===== config.mk =====
export PLATFORM = sky130hd
export DESIGN_NAME = drw_cmdparse
export DESIGN_NICKNAME = d
export VERILOG_FILES = /design/src/rtl/drw_cmd_pkg.sv /design/src/rtl/drw_cmdparse.sv
export SDC_FILE = /design/constraint.sdc
export NUM_CORES = 1
export LEC_CHECK = 0
export BUFFER_PORTS_ARGS = -buffer_cell sky130_fd_sc_hd__clkbuf_2
export CAP_MARGIN = 0
export CORE_MARGIN = 1.5
export CORE_UTILIZATION = 45
export CTS_CLUSTER_SIZE = 30
export DETAILED_ROUTE_END_ITERATION = 12
export GPL_TIMING_DRIVEN = 0
export HOLD_SLACK_MARGIN = 0.06
export PLACE_DENSITY = 0.7
export SLEW_MARGIN = 30
export SYNTH_ARGS = -nofsm -noshare
export SYNTH_HDL_FRONTEND = slang
export SYNTH_SLANG_ARGS = --single-unit

===== constraint.sdc =====
create_clock -name CLK -period 3.2 [get_ports CLK]
set_input_delay 0.32 -clock CLK [delete_from_list [all_inputs] [get_ports CLK]]
set_output_delay 0.32 -clock CLK [all_outputs]
set_load 0.02 [all_outputs]

===== src/rtl/drw_cmd_pkg.sv =====
// rtl/drw_cmd_pkg.sv - opcode, error-code and state definitions for the draw command parser
// Contents:
//   drw_op_e         draw opcodes as they appear in header bits [31:24]
//   drw_state_e      parser FSM states
//   DRW_ERR_*        codes reported on DRW_ERR
//   drw_arg_count()  number of argument words following a header
//   drw_op_illegal() true for any opcode outside drw_op_e

package drw_cmd_pkg;

    typedef enum logic [7:0] {
        OP_NOP      = 8'h00,
        OP_SETFRAME = 8'h01,
        OP_SETCOLOR = 8'h02,
        OP_PATBLT   = 8'h03,
        OP_BITBLT   = 8'h04,
        OP_EODL     = 8'h0F
    } drw_op_e;

    typedef enum logic [2:0] {
        ST_IDLE,
        ST_HDR,
        ST_ARG,
        ST_ISSUE,
        ST_DRAIN,
        ST_ERROR
    } drw_state_e;

    localparam logic [2:0] DRW_ERR_OK      = 3'b000;
    localparam logic [2:0] DRW_ERR_ILLEGAL = 3'b001;
    localparam logic [2:0] DRW_ERR_TIMEOUT = 3'b010;

    function automatic logic [1:0] drw_arg_count(input logic [7:0] op);
        logic [1:0] n;
        n = 2'd0;
        case (op)
            OP_SETFRAME: n = 2'd2;
            OP_PATBLT:   n = 2'd2;
            OP_BITBLT:   n = 2'd3;
            default:     n = 2'd0;
        endcase
        return n;
    endfunction

    function automatic logic drw_op_illegal(input logic [7:0] op);
        logic bad;
        bad = 1'b1;
        case (op)
            OP_NOP, OP_SETFRAME, OP_SETCOLOR,
            OP_PATBLT, OP_BITBLT, OP_EODL: bad = 1'b0;
            default:                       bad = 1'b1;
        endcase
        return bad;
    endfunction

endpackage


===== src/rtl/drw_cmdparse.sv =====
// rtl/drw_cmdparse.sv - draw command parser between the command FIFO and the draw engine
// Optional feature macro: DRW_CMDPARSE_TIMEOUT_EN (fetch stall timeout, error code 010).
// Ports:
//   CLK, ARST          clock, synchronous active-high reset
//   SOFT_RST           soft reset pulse, same effect as ARST
//   DRW_START          start pulse, honoured only in IDLE
//   CMD_FIFO_EMPTY     FIFO empty
//   CMD_FIFO_RDATA     FIFO head word (first-word-fall-through)
//   CMD_FIFO_RD        pop strobe
//   CMD_VALID/READY    command handshake to the draw engine
//   CMD_OP, CMD_IMM    decoded header fields
//   CMD_ARG0..2        argument words, unused ones read 0
//   ENGINE_BUSY        draw engine still executing
//   DRW_BUSY           parser active
//   DRW_IRQ            one-cycle completion/error pulse
//   DRW_ERR            000 ok, 001 illegal opcode, 010 fetch timeout

module drw_cmdparse
    import drw_cmd_pkg::*;
#(
    parameter int TIMEOUT_CYCLES = 65535
) (
    input  logic        CLK,
    input  logic        ARST,
    input  logic        SOFT_RST,
    input  logic        DRW_START,
    input  logic        CMD_FIFO_EMPTY,
    input  logic [31:0] CMD_FIFO_RDATA,
    output logic        CMD_FIFO_RD,
    output logic        CMD_VALID,
    input  logic        CMD_READY,
    output logic [7:0]  CMD_OP,
    output logic [23:0] CMD_IMM,
    output logic [31:0] CMD_ARG0,
    output logic [31:0] CMD_ARG1,
    output logic [31:0] CMD_ARG2,
    input  logic        ENGINE_BUSY,
    output logic        DRW_BUSY,
    output logic        DRW_IRQ,
    output logic [2:0]  DRW_ERR
);

    drw_state_e  state_q, state_d;
    logic [7:0]  op_q;
    logic [23:0] imm_q;
    logic [31:0] arg0_q, arg1_q, arg2_q;
    logic [1:0]  arg_idx_q;
    logic [1:0]  arg_cnt_q;
    logic [2:0]  err_q, err_d;

    logic        fetching;
    logic        pop;
    logic        timeout;
    logic [7:0]  hdr_op;
    logic        rst;

    assign rst      = ARST | SOFT_RST;
    assign hdr_op   = CMD_FIFO_RDATA[31:24];
    assign fetching = (state_q == ST_HDR) || (state_q == ST_ARG);
    assign pop      = fetching && !CMD_FIFO_EMPTY;

`ifdef DRW_CMDPARSE_TIMEOUT_EN
    localparam int STALL_W = $clog2(TIMEOUT_CYCLES + 1);
    logic [STALL_W-1:0] stall_q;

    // stall_q holds the number of earlier consecutive stall cycles, so the
    // cycle that finds it at TIMEOUT_CYCLES-1 is the TIMEOUT_CYCLES-th stall.
    assign timeout = fetching && CMD_FIFO_EMPTY &&
                     (stall_q == STALL_W'(TIMEOUT_CYCLES - 1));

    always_ff @(posedge CLK) begin
        if (rst || pop || !fetching || (state_d != state_q)) begin
            stall_q <= '0;
        end else begin
            stall_q <= stall_q + 1'b1;
        end
    end
`else
    assign timeout = 1'b0;
`endif

    always_comb begin
        state_d = state_q;
        err_d   = err_q;
        case (state_q)
            ST_IDLE: begin
                if (DRW_START) begin
                    state_d = ST_HDR;
                    err_d   = DRW_ERR_OK;
                end
            end
            ST_HDR: begin
                if (pop) begin
                    if (drw_op_illegal(hdr_op)) begin
                        state_d = ST_ERROR;
                        err_d   = DRW_ERR_ILLEGAL;
                    end else if (hdr_op == OP_EODL) begin
                        state_d = ST_DRAIN;
                    end else if (hdr_op == OP_NOP) begin
                        state_d = ST_HDR;
                    end else if (drw_arg_count(hdr_op) == 2'd0) begin
                        state_d = ST_ISSUE;
                    end else begin
                        state_d = ST_ARG;
                    end
                end else if (timeout) begin
                    state_d = ST_ERROR;
                    err_d   = DRW_ERR_TIMEOUT;
                end
            end
            ST_ARG: begin
                if (pop) begin
                    if (arg_idx_q == arg_cnt_q - 2'd1) begin
                        state_d = ST_ISSUE;
                    end
                end else if (timeout) begin
                    state_d = ST_ERROR;
                    err_d   = DRW_ERR_TIMEOUT;
                end
            end
            ST_ISSUE: begin
                if (CMD_READY) begin
                    state_d = ST_HDR;
                end
            end
            ST_DRAIN: begin
                if (!ENGINE_BUSY) begin
                    state_d = ST_IDLE;
                end
            end
            ST_ERROR: begin
                state_d = ST_IDLE;
            end
            default: begin
                state_d = ST_IDLE;
            end
        endcase
    end

    always_ff @(posedge CLK) begin
        if (rst) begin
            state_q   <= ST_IDLE;
            err_q     <= DRW_ERR_OK;
            op_q      <= '0;
            imm_q     <= '0;
            arg0_q    <= '0;
            arg1_q    <= '0;
            arg2_q    <= '0;
            arg_idx_q <= '0;
            arg_cnt_q <= '0;
        end else begin
            state_q <= state_d;
            err_q   <= err_d;
            if (state_q == ST_HDR && pop) begin
                // Arguments are cleared here so that fields a shorter command
                // does not load read back as 0 rather than stale data.
                op_q      <= hdr_op;
                imm_q     <= CMD_FIFO_RDATA[23:0];
                arg_idx_q <= '0;
                arg_cnt_q <= drw_arg_count(hdr_op);
                arg0_q    <= '0;
                arg1_q    <= '0;
                arg2_q    <= '0;
            end
            if (state_q == ST_ARG && pop) begin
                case (arg_idx_q)
                    2'd0:    arg0_q <= CMD_FIFO_RDATA;
                    2'd1:    arg1_q <= CMD_FIFO_RDATA;
                    default: arg2_q <= CMD_FIFO_RDATA;
                endcase
                arg_idx_q <= arg_idx_q + 2'd1;
            end
        end
    end

    // Busy/IRQ follow the state directly; the IRQ cycle is the last cycle of
    // DRAIN (engine idle) or the single ERROR cycle, and busy is already low there.
    assign CMD_FIFO_RD = pop;
    assign CMD_VALID   = (state_q == ST_ISSUE);
    assign DRW_BUSY    = (state_q == ST_HDR) || (state_q == ST_ARG) ||
                         (state_q == ST_ISSUE) ||
                         ((state_q == ST_DRAIN) && ENGINE_BUSY);
    assign DRW_IRQ     = (state_q == ST_ERROR) ||
                         ((state_q == ST_DRAIN) && !ENGINE_BUSY);
    assign DRW_ERR     = err_q;
    assign CMD_OP      = op_q;
    assign CMD_IMM     = imm_q;
    assign CMD_ARG0    = arg0_q;
    assign CMD_ARG1    = arg1_q;
    assign CMD_ARG2    = arg2_q;

endmodule


# Word level (Yosys, flattened, before mapping)
# Cells that the tools add are included.
[op_classes] muxes=35 reduce_logical=22 bitwise=1 n_eq_ne=19 add_sub_neg=2
[ops] op="$mux W32" count=9
[ops] op="$mux W3" count=11
[ops] op="$eq A8 B2 Y1 const B" count=2
[ops] op="$mux W2" count=8
[ops] op="$pmux W3 S5" count=1
[ops] op="$eq A8 B1 Y1 const B" count=1
[ops] op="$eq A8 B3 Y1 const B" count=1
[ops] op="$eq A8 B4 Y1 const B" count=1
[ops] op="$logic_not A8 Y1" count=1
[ops] op="$ne A2 B2 Y1 const B" count=4
[ops] op="$eq A3 B2 Y1 const B" count=2
[ops] op="$eq A3 B3 Y1 const B" count=2
[ops] op="$ne A2 B1 Y1 const B" count=3
[ops] op="$pmux W3 S2" count=1
[ops] op="$reduce_and A6 Y1" count=1
[ops] op="$reduce_or A6 Y1" count=1
[ops] op="$logic_and A1 B1 Y1" count=5
[ops] op="$logic_not A2 Y1" count=2
[ops] op="$logic_or A1 B1 Y1" count=4
[ops] op="$mux W1" count=4
[ops] op="$pmux W2 S2" count=1
[ops] op="$reduce_and A4 Y1" count=1
[ops] op="$reduce_bool A2 Y1" count=2
[ops] op="$reduce_or A2 Y1" count=2
[ops] op="other kinds (8)" count=9
[word_totals] ff_bits=138 elab_cells=88 in_bits=39

# Logic depth before layout (Yosys ltp)
[depth] ltp_word=15 depth_mapped=7 mapped_depth_nobuf=5

# Least setup slack after synthesis
# OpenSTA, ideal clock, no wires.
[synth_path] path_kind="register -> register" start="reg state_q[0]" end="reg arg2_q[10], in the netlist CMD_ARG2[10]" stages_incl_launch_ff=8 n_path_buf=2 setup_time_ns=0.132 arrival_time_ns=1.486 path_slack_ns=1.582 cell_sequence="dfxtp_1 -> nand2b_4 -> or3_1 -> or3_1 -> buf_2 -> buf_6 -> nand3_1 -> a21oi_1"
[synth_between] elab_chain_cells=7
[synth_rtl] element="start, declared" line_no="drw_cmdparse.sv:43" text="drw_state_e state_q, state_d;"
[synth_rtl] element="start signal, assigned" line_no="drw_cmdparse.sv:152" text="state_q <= state_d;"
[synth_rtl] element="$eq A3 B1 Y1 / $eq A3 B2 Y1 (equally long branches)" line_no="drw_cmdparse.sv:59, drw_cmdparse.sv:154, drw_cmdparse.sv:165"
[synth_rtl] element="$logic_or A1 B1 Y1" line_no="drw_cmdparse.sv:59" text="assign fetching = (state_q == ST_HDR) || (state_q == ST_ARG);"
[synth_rtl] element="$logic_and A1 B1 Y1" line_no="drw_cmdparse.sv:60" text="assign pop = fetching && !CMD_FIFO_EMPTY;"
[synth_rtl] element="$logic_and A1 B1 Y1" line_no="drw_cmdparse.sv:154" text="if (state_q == ST_HDR && pop) begin"
[synth_rtl] element="$mux W32" line_no="drw_cmdparse.sv:154"
[synth_rtl] element="$mux W32" line_no="drw_cmdparse.sv:166" text="case (arg_idx_q)"
[synth_rtl] element="$mux W32 *" line_no="drw_cmdparse.sv:165" text="if (state_q == ST_ARG && pop) begin"
[synth_rtl] element="end signal, assigned" line_no="drw_cmdparse.sv:148" text="arg2_q <= '0;"
[synth_rtl] element="end signal, assigned" line_no="drw_cmdparse.sv:163" text="arg2_q <= '0;"
[synth_rtl] element="end signal, assigned" line_no="drw_cmdparse.sv:169" text="default: arg2_q <= CMD_FIFO_RDATA;"
[synth_rtl] element="end, declared" line_no="drw_cmdparse.sv:46" text="logic [31:0] arg0_q, arg1_q, arg2_q;"
# Every way passes the cells marked *; elsewhere a longest branch is shown, timed or not.
# A chain may end at the register's enable or synchronous reset.

# Worst setup path after layout
[layout_path] start="reg state_q[0]" end="out CMD_FIFO_RD"
[layout_between] elab_chain_cells=3
[layout_rtl] element="$eq A3 B1 Y1 / $eq A3 B2 Y1 (equally long branches)" line_no="drw_cmdparse.sv:59"
[layout_rtl] element="$logic_or A1 B1 Y1 *" line_no="drw_cmdparse.sv:59"
[layout_rtl] element="$logic_and A1 B1 Y1 *" line_no="drw_cmdparse.sv:60"
[layout_rtl] element="end, declared" line_no="drw_cmdparse.sv:29" text="output logic CMD_FIFO_RD,"
# Marked as above.

==> summary by stage <==
Cells and area
The number of fill cells in the layout is 1032. The net count reported at finish is 892. In the final layout, flip-flops and latches occupy 2723 um2. The top cell types in the final layout, fill and taps aside, are sky130_fd_sc_hd__nand2_1 (167), sky130_fd_sc_hd__clkbuf_2 (167), sky130_fd_sc_hd__dfxtp_1 (136).

The multi-input combinational cell area is 2175 um2. The area growth from synthesis to layout is 31.60%. The share of the core filled with cells in the final layout is 60.41%.

Of the cells placed in the final design, the portion with a size suffix greater than 1 is 26.62%. 0 antenna diodes ended up in the layout.

STA
Timing would allow up to 424.0 MHz. Setup violations remaining at the end of the flow were counted as 0. The count of pins over their slew limit is 0. Setup total negative slack on the finished layout was measured at 0 ps. The period utilization is 73.70%. The minimum period implied by the final worst setup slack is 2358 ps.

Setup repair after global routing left no endpoint under its margin. The clock arrives with 7.211 ps of skew. At the pin with the least slew margin, the transition time is 633.0 ps. The number of hold violations in the final report is 0. In this run the tightest slew margin relative to its limit is 57.80%. Setup slack closes at 841.6 ps.

Setup path
The beginning of the worst register-to-register path is state_q[0]$_SDFFE_PP0P_. The classification of the worst setup path is register to primary output. For the worst setup path, the data required time is 2880 ps. The data arrival time of the worst path is 2040 ps.

Along the worst path, the maximum fanout reaches 10. In this run the worst setup path begins at state_q[0]$_SDFFE_PP0P_. The worst setup path is launched from a register. The internal reg-to-reg setup slack is 1190 ps. The worst setup path is captured at a primary output.

Hold path
In this run the worst hold path is classified as input pin to register. The launch point of the worst hold path is DRW_START.

Flow run
The total of max-cap violations is 0.

Place
The pre-CTS worst setup slack is 1093 ps. The congestion estimate from routability-driven global placement came to 0.8242. The placed wire-length estimate is 12300 um. Port buffering added 167 buffers.

Pwr
Summed over all nets, the switching power comes to 880.4 uW. The static leakage is 2.661 nW. The combinational power share is 4.5%.

The power density of the placed cells is 578.1 nW/um2. The switching power as a share of total power is 22.17%. The share of power burned in registers is 42.9%. IR analysis of the VDD net gives a maximum drop of 419.3 uV. The share of power burned in the clock network is 52.6%. Cell internal power was estimated by the tool at 3.090 mW.

Detailed routing
The residual DRC count is 0. The routed design has 17150 um of wire. The first routing iteration left 390 violations. The post-detailed-route count of antenna-violating nets is 0. Dividing the detail-routed wire length by the instance count gives 17.03 um.

Before antenna repair, the detailed router went through 5 iterations. The number of vias per cell is 5.462. The vias after detailed routing is 5500.

Global route
The remaining global-route overflow is 0. Entering global routing, the biggest net connects 17 pins. The global-route wire length before repair is 27100 um.

The initial antenna violation count is 0. The via count of the first global-routing pass came to 5367. The all-layer global routing usage is 28.01%.

CTS
The count of clock tree sinks is 136. The clock latency reported for the late side of the worst-skew pair is 420 ps. TritonCTS created 17 clock buffers. TritonCTS built the clock tree. The clock root buffer is sky130_fd_sc_hd__clkbuf_16.

In this run, post-CTS hold repair placed 0 buffers. The clock tree synthesis step divided the H-tree into 4 levels. The number of gates given a new drive strength after cts is 0. The number of setup buffers added after CTS is 0. After clock tree synthesis, the clock-pin slew on the worst setup and hold paths is 60 ps.

The number of buffers on the longest clock path is 2.

Yosys
The number of instances in the synthesized netlist is 664. Summing the areas of all and, or, nand and nor instances in the mapped netlist gives 25.39% of the synthesized area. The arithmetic-cell share of the synthesized area counting full adders, half adders and majority gates is 0.4795%. The mapped netlist covers 5219 um2.

The XOR/XNOR share of the synthesized area is 0.1678%. Averaged over all synthesized cells, the footprint is 7.860 um2. The multiplexer area fraction after synthesis is 0.1918%. The primary flip-flop cell chosen by synthesis mapping is sky130_fd_sc_hd__dfxtp_1. The flop and latch count out of synthesis is 136.

The share of the synthesized area in compound gates (AO/OA/AOI/OAI) is 15.30%. The fraction of synthesized cell area taken by the top area cell type is 52.17%. Yosys attributes the largest share of cell area to sky130_fd_sc_hd__dfxtp_1 (52%), sky130_fd_sc_hd__a21oi_1 (13%), sky130_fd_sc_hd__nand2_1 (12%), sky130_fd_sc_hd__nand3_1 (9.7%), sky130_fd_sc_hd__clkbuf_1 (2.3%). The count of flip-flops with a built-in enable after synthesis is 0. The unique cell type count in the Yosys netlist is 35. After synthesis, the largest family of logic cells by area is simple AND/OR/NAND/NOR gates. The sequential-to-total area share from yosys stat is 52.17%. The Yosys step of the flow raised 0 warnings. Of all flip-flops after synthesis, the portion carrying an async set or reset was 0%.

sky130_fd_sc_hd__dfxtp_1 takes more of the synthesized area than any other cell.

Floorplan
In this run the standard cell core region covers 11370 um2. The number of placement rows is 39. The die is 110.7 um wide. The effective utilization at floorplan is 45.90%. The floorplan die area is 12250 um2.

The height of the die is 110.7 um. For this design the top-level I/O count stands at 174.

Run status
The run finished with clean final reports.
-- flip-flops by register name, indices dropped and copies added (netlist names) --
register,flops
CMD_ARG2,32
DRW_ERR,1
CMD_ARG1,32
state_q,3
arg_cnt_q,2
arg_idx_q,2
CMD_ARG0,32
CMD_IMM,24
CMD_OP,8
-- power by group through the flow --
stage                     clock network (mW)  registers, mW  logic [mW]
after floorplan                            0           1.75      0.0856
after global placement                     0           1.74       0.172
after detailed placement                   0           1.74       0.176
after CTS                               2.09           1.70       0.177
after global routing                    2.17           1.70       0.193
final                                   2.09           1.70       0.179
-- cells in the mapped netlist, types with 2 or more instances --
| library cell | n |
|---|---|
| sky130_fd_sc_hd__nand2_1 | 167 |
| sky130_fd_sc_hd__dfxtp_1 | 136 |
| sky130_fd_sc_hd__a21oi_1 | 134 |
| sky130_fd_sc_hd__nand3_1 | 101 |
| sky130_fd_sc_hd__clkbuf_1 | 32 |
| sky130_fd_sc_hd__buf_2 | 20 |
| sky130_fd_sc_hd__nor2_1 | 11 |
| sky130_fd_sc_hd__inv_1 | 7 |
| sky130_fd_sc_hd__o21ai_0 | 7 |
| sky130_fd_sc_hd__buf_4 | 5 |
| sky130_fd_sc_hd__and2_1 | 4 |
| sky130_fd_sc_hd__buf_6 | 3 |
| sky130_fd_sc_hd__nand2b_1 | 3 |
| sky130_fd_sc_hd__nor2b_1 | 3 |
| sky130_fd_sc_hd__nor3_1 | 3 |
| sky130_fd_sc_hd__o211ai_1 | 3 |
| sky130_fd_sc_hd__a211oi_1 | 2 |
| sky130_fd_sc_hd__a22oi_1 | 2 |
| sky130_fd_sc_hd__buf_1 | 2 |
| sky130_fd_sc_hd__ha_1 | 2 |
| sky130_fd_sc_hd__nor3_2 | 2 |
| sky130_fd_sc_hd__or3_1 | 2 |
-- stage by stage --
| stage | hold slack, ps | cells | total power, mW | cell area, um2 |
|---|---|---|---|---|
| final | 137.7 | 1007 | 3.971 | 6868 |
| after detailed placement | 450.4 | 975 | 1.916 | 6237 |
| after CTS | 137.3 | 1007 | 3.971 | 6868 |
| after global routing | 146.9 | 1007 | 4.071 | 6868 |
| after global placement | 440.6 | 975 | 1.912 | 6237 |
| after floorplan | 434.1 | 665 | 1.831 | 5223 |
-- metal layers --
| metal | global-route usage [%] | vias to the layer above | share of wire, % |
|---|---|---|---|
| met5 | 0 | - | 0 |
| met4 | 9.487 | 0 | 2.1 |
| met3 | 10.01 | 35 | 9.4 |
| met2 | 46.54 | 288 | 48 |
| met1 | 33.69 | 2568 | 41 |
| li1 | - | 2609 | - |
-- area by class of cell --
cell class	count	area share, %
clock inverter	12	2.532
tap	143	2.605
clock buffer	20	6.650
sequential	136	39.64
multi-input combinational	460	31.66
timing repair buffer	167	12.17
buffer	62	4.354
inverter	7	0.3826
-- cell families after synthesis --
logic type      after synthesis
flops                       136
fa+ha+maj                     2
simple gates                301
compound gates              153
other cells                   1
xor+xnor                      1
buf+inv                      69
mux                           1
-- worst max-delay path, stage by stage (launching register included) --
cell and delay (ps):
sky130_fd_sc_hd__dfxtp_1 320, sky130_fd_sc_hd__clkbuf_1 320, sky130_fd_sc_hd__nor2b_1 270, sky130_fd_sc_hd__and2_1 150
sky130_fd_sc_hd__buf_2 200, sky130_fd_sc_hd__nor2_1 110, sky130_fd_sc_hd__inv_1 80, sky130_fd_sc_hd__clkbuf_2 160
-- path summary, 6_finish.rpt --
| path | endpoint | cells after the start |
|---|---|---|
| max | CMD_FIFO_RD | 7 |
| max reg2reg | CMD_IMM[5]$_SDFFE_PP0P_ | 7 |
| min | DRW_ERR[0]$_SDFFE_PP0P_ | 2 |
| min reg2reg | CMD_IMM[10]$_SDFFE_PP0P_ | 2 |
Power figures use the tool's default switching activity.
